[config.mk]
export PLATFORM = sky130hd
export DESIGN_NAME = lsu_seg
export DESIGN_NICKNAME = d
export VERILOG_FILES = /design/src/rtl/lsu_seg.sv
export SDC_FILE = /design/constraint.sdc
export NUM_CORES = 1
export LEC_CHECK = 0
export ABC_AREA = 0
export CAP_MARGIN = 10
export CORE_MARGIN = 4
export CORE_UTILIZATION = 55
export CTS_BUF_LIST = sky130_fd_sc_hd__clkbuf_4 sky130_fd_sc_hd__clkbuf_8
export DETAILED_ROUTE_END_ITERATION = 7
export PLACE_DENSITY_LB_ADDON = 0.25
export SYNTH_ARGS = -nofsm -noshare
export SYNTH_HDL_FRONTEND = slang
export SYNTH_SLANG_ARGS = --single-unit
[constraint.sdc]
create_clock -name i_clk -period 5.79 [get_ports i_clk]
set_input_delay 1.158 -clock i_clk [delete_from_list [all_inputs] [get_ports i_clk]]
set_output_delay 1.158 -clock i_clk [all_outputs]
set_load 0.05 [all_outputs]
[src/rtl/lsu_seg.sv]
// Segmented load/store unit: forms seg:offset bus address, runs one req/ack
// transaction with timeout, and writes load data back to the register file.
//
// state | meaning
// IDLE  | waiting for i_start; bus idle
// REQ   | o_bus_req high, waiting for i_bus_ack or timeout
// WB    | one-cycle completion: o_done, load write-back
module lsu_seg #(
  parameter int ADDR_W  = 20,
  parameter int TIMEOUT = 255
) (
  input  logic              i_clk,
  input  logic              i_rst_n,
  input  logic              i_ce,
  input  logic              i_start,
  input  logic              i_is_store,
  input  logic [15:0]       i_base,
  input  logic [15:0]       i_store_data,
  input  logic [3:0]        i_offset,
  input  logic [3:0]        i_dst,
  input  logic [15:0]       i_seg_d,
  output logic              o_bus_req,
  output logic              o_bus_we,
  output logic [ADDR_W-1:0] o_bus_addr,
  output logic [15:0]       o_bus_wdata,
  input  logic              i_bus_ack,
  input  logic [15:0]       i_bus_rdata,
  output logic              o_we,
  output logic [3:0]        o_w_addr,
  output logic [15:0]       o_w_data,
  output logic              o_busy,
  output logic              o_done,
  output logic              o_err
);

  typedef enum logic [1:0] {IDLE = 2'd0, REQ = 2'd1, WB = 2'd2} state_t;

  state_t      state_q, state_d;
  logic        is_store_q, is_store_d;
  logic [15:0] wdata_q, wdata_d;
  logic [3:0]  dst_q, dst_d;
  logic [19:0] addr_q, addr_d;
  logic [15:0] rdata_q, rdata_d;
  logic [15:0] cnt_q, cnt_d;
  logic        err_q, err_d;

  logic [15:0] eff;
  logic [16:0] cnt_inc;
  logic        req;
  logic        wb;

  assign eff     = i_base + {{12{i_offset[3]}}, i_offset};
  assign cnt_inc = {1'b0, cnt_q} + 17'd1;

  always_comb begin
    state_d    = state_q;
    is_store_d = is_store_q;
    wdata_d    = wdata_q;
    dst_d      = dst_q;
    addr_d     = addr_q;
    rdata_d    = rdata_q;
    cnt_d      = cnt_q;
    err_d      = err_q;
    if (i_ce) begin
      // The pending error pulse is consumed by the first enabled cycle.
      err_d = 1'b0;
      case (state_q)
        IDLE: begin
          if (i_start) begin
            state_d    = REQ;
            is_store_d = i_is_store;
            wdata_d    = i_store_data;
            dst_d      = i_dst;
            addr_d     = {i_seg_d, 4'b0000} + {4'b0000, eff};
            cnt_d      = 16'd0;
          end
        end
        REQ: begin
          if (i_bus_ack) begin
            state_d = WB;
            rdata_d = i_bus_rdata;
          end else if (cnt_inc == 17'(TIMEOUT)) begin
            state_d = IDLE;
            err_d   = 1'b1;
          end else begin
            cnt_d = cnt_inc[15:0];
          end
        end
        WB:      state_d = IDLE;
        default: state_d = IDLE;
      endcase
    end
  end

  always_ff @(posedge i_clk or negedge i_rst_n) begin
    if (!i_rst_n) begin
      state_q    <= IDLE;
      is_store_q <= 1'b0;
      wdata_q    <= 16'd0;
      dst_q      <= 4'd0;
      addr_q     <= 20'd0;
      rdata_q    <= 16'd0;
      cnt_q      <= 16'd0;
      err_q      <= 1'b0;
    end else begin
      state_q    <= state_d;
      is_store_q <= is_store_d;
      wdata_q    <= wdata_d;
      dst_q      <= dst_d;
      addr_q     <= addr_d;
      rdata_q    <= rdata_d;
      cnt_q      <= cnt_d;
      err_q      <= err_d;
    end
  end

  // Pulses are gated by i_ce so a stalled cycle neither shows nor consumes them.
  assign req         = (state_q == REQ);
  assign wb          = (state_q == WB);
  assign o_bus_req   = req;
  assign o_bus_we    = req & is_store_q;
  assign o_bus_addr  = req ? ADDR_W'(addr_q) : '0;
  assign o_bus_wdata = (req & is_store_q) ? wdata_q : 16'd0;
  assign o_busy      = (state_q != IDLE);
  assign o_done      = i_ce & wb;
  assign o_we        = i_ce & wb & ~is_store_q & (dst_q != 4'd0);
  assign o_w_addr    = o_we ? dst_q : 4'd0;
  assign o_w_data    = o_we ? rdata_q : 16'd0;
  assign o_err       = i_ce & err_q;

endmodule

==> impl_metrics.tcl <==
set metrics [dict create \
    h-tree-depth 3 \
    cp-end-kind "flip-flop" \
    drtAntennaViolNets 0 \
    tightest_slew_ns 1.21 \
    vias_per_cell 5.72 \
    wl_met2_um 6760 \
    ir_worst_vdd_mv 0.233 \
    muxShareOfSynthArea_pct 4.46 \
    drc 0 \
    path_cells "clkdlybuf4s50_1 > ha_1 > o21a_1 > o31a_1 > o211ai_1 > a21oi_1 > o21ai_0 > nor2b_1 > xnor2_1 > ha_1 > or3_1 > o211ai_1 > a21oi_1 > o21ai_0 > mux2i_1 > nand3_1" \
    route.met3.wl_um 546 \
    syn-num-nets 700 \
    clock_sinks 76 \
    n_antenna_cell 0 \
    cts_tree "done" \
    grt_max_degree 77 \
    finalSetupTns_ns 0 \
    max_stage_delay_ns 0.78 \
    fmax_mhz 200 \
    netlist_instances 591 \
    outcome "completed" \
    cp_data_required_time_ns 6.03 \
    numCtsBuffers 9 \
    core-area_sq_um 9200 \
    wire_per_inst_um 16.0 \
    nets 822 \
    grt_antenna_before_repair 0 \
    drt_wl_total_um 13300 \
    synth-seq-cells 76 \
    cts_resized 0 \
    area_growth_pct 30.2 \
    topRoutingLayerUsed "met4" \
    num_rows 35 \
    design.die.area_sq_um 11000 \
    ys.flop_type "dfrtp_1" \
    relSlewSlack_pct 19.3 \
    synth_cell_types 72 \
    slowest_stage "clkdlybuf4s50_1" \
    critPathArrivalTime_ns 5.23 \
    die_x_um 105 \
    synth_edf_count 0 \
    synth_most_common_cell "nand2_1" \
    synth_top_family_by_area "simple AND/OR/NAND/NOR gates" \
    hold_ws_ns 0.470 \
    grt_usage_pct 24.2 \
    synth_area_leader_cell "dfrtp_1" \
    die_h_um 105 \
    ctsHoldBuffers 0 \
    nFillCells 675 \
    synth-simple-area-share_pct 28.0 \
    cts_root_buf "clkbuf_8" \
    drv_cap 0 \
    synthXorXnorAreaFrac_pct 4.39 \
    post_cts_buffers 0 \
    clk_pin_slew_worst_paths_ns 0.08 \
    yosysTopAreaCellShare_pct 36.7 \
    vias 4743 \
    seq_area_frac_synth_pct 36.7 \
    critPathLaunchType "input pin" \
    grt_pass1_wl_um 22000 \
    slew_viol_final 0 \
    yosys.area_share.adder_pct 7.77 \
    grt-ovfl-total 0 \
    insertion_delay_ns 0.36 \
    min_path_type "reg2reg" \
    syn_area_sq_um 5190 \
    dp_slack_ns 0.491 \
    setup_viol 0 \
    drive_gt1_share_pct 7.80 \
    period_share_pct 86.2 \
    p_per_area_nw_per_um2 392 \
    synth-warning-count 0 \
    drt-initial-drc-count 290 \
    drt-met1-wl_um 5600 \
    grt_pass1_vias 4600 \
    ioPinCount 140 \
    synth_compound_gate_area_share_pct 13.9 \
    async_flop_share_pct 100 \
    io_buffer_count 139 \
    cts_buffer_depth 2 \
    avgSynthCellArea_sq_um 8.78 \
    drt-pass1-iter-count 5 \
    fin_ws_ns 0.800 \
    cp_max_fo 13 \
    p_leak_nw 2.99 \
    start_util_pct 56.4 \
    rsz0062_at_grt "no" \
    hold_violations 0 \
    gp_congestion 0.960 \
    min_period_ns 4.99 \
    hpwl_um 9670 \
    path_class "in2reg" \
    skew_ns 0.0146 \
    synthTopCellsByArea "dfrtp_1 (37%), nand2_1 (9.0%), ha_1 (7.0%), and2_1 (5.2%), mux2_2 (3.7%)" \
    synth_commonest_cells "nand2_1 (124), dfrtp_1 (76), and2_1 (43)" \
]
registers in the layout, indices dropped and copies added (netlist names):
register	count
is_store_q	1
dst_q	4
rdata_q	16
wdata_q	16
addr_q	20
state_q	2
err_q	1
cnt_q	16
power breakdown:
part	leakage, nW	internal [mW]	total, mW	switching (mW)
Sequential	0.944	0.758	0.950	0.192
Combinational	1.95	0.502	1.26	0.763
Clock	0.0991	0.214	0.430	0.217
worst max-delay path, delay by kind of cell:
| kind | cells | cell delay, ns |
|---|---|---|
| AO/OA/AOI/OAI | 8 | 1.73 |
| buffers and inverters | 1 | 0.78 |
| AND/OR/NAND/NOR | 3 | 0.65 |
| adder cells (fa/ha/maj) | 2 | 0.57 |
| multiplexers | 1 | 0.25 |
| XOR/XNOR | 1 | 0.08 |
logic make-up after synthesis:
kind of cell               after synthesis
and+or+nand+nor                        281
AOI/OAI and AO/OA                      112
DFF                                     76
buffers and inverters                   44
adders and majority gates               31
xor gates and xnor gates                26
muxes                                   21
per-layer routing:
metal | vias to the layer above | global-route usage (%)
met5 | - | 0
met4 | 0 | 9.00
met2 | 138 | 41.8
met3 | 32 | 3.34
li1 | 2296 | -
met1 | 2277 | 30.7
metrics by stage:
stage	power (mW)	utilization [%]	cell area (sq um)	std cells
final	2.65	73.4	6750	829
after global routing	2.81	73.4	6750	829
after CTS	2.65	73.4	6750	829
after detailed placement	2.22	71.1	6540	813
after global placement	2.16	71.1	6540	813
after floorplan	1.86	-	5190	591
placed cells by master (no fill, tap or decap), types with 5 or more instances in the layout:
cell | Yosys | layout
clkdlybuf4s50_1 | 0 | 138
nor3_1 | 14 | 14
xnor2_1 | 16 | 16
mux2_2 | 17 | 17
o21ai_1 | 6 | 6
nor2_1 | 23 | 23
o21ai_0 | 28 | 28
clkbuf_8 | 1 | 10
and3_1 | 21 | 21
dfrtp_1 | 76 | 76
ha_1 | 29 | 29
nand3_1 | 17 | 16
inv_1 | 12 | 12
a21o_1 | 5 | 5
nand2_1 | 124 | 124
a21oi_1 | 23 | 23
a31oi_1 | 9 | 9
nor3b_1 | 5 | 5
o211ai_1 | 7 | 7
and2_1 | 43 | 43
xor2_1 | 10 | 10
a211oi_1 | 5 | 5
final cells by class:
cell class | count | area [sq um] | share of cell area (%)
Tap cell | 111 | 139 | 2.06
Clock inverter | 6 | 71.3 | 1.06
Clock buffer | 10 | 138 | 2.04
Sequential cell | 76 | 1900 | 28.2
Inverter | 13 | 48.8 | 0.723
Multi-Input combinational cell | 471 | 3040 | 45.0
Timing Repair Buffer | 142 | 1410 | 20.9
worst paths after layout:
path	from	slack (ns)	cells past startpoint	endpoint
min reg2reg	wdata_q[5]	0.47	2	wdata_q[5]
max reg2reg	state_q[1]	2.44	5	rdata_q[14]
max in group asynchronous	i_rst_n	4.24	1	rdata_q[1]
max	i_offset[3]	0.80	16	addr_q[19]
min	wdata_q[5]	0.47	2	wdata_q[5]
min in group asynchronous	i_rst_n	0.93	1	cnt_q[9]
No activity file was read; power rests on OpenSTA's default activity.
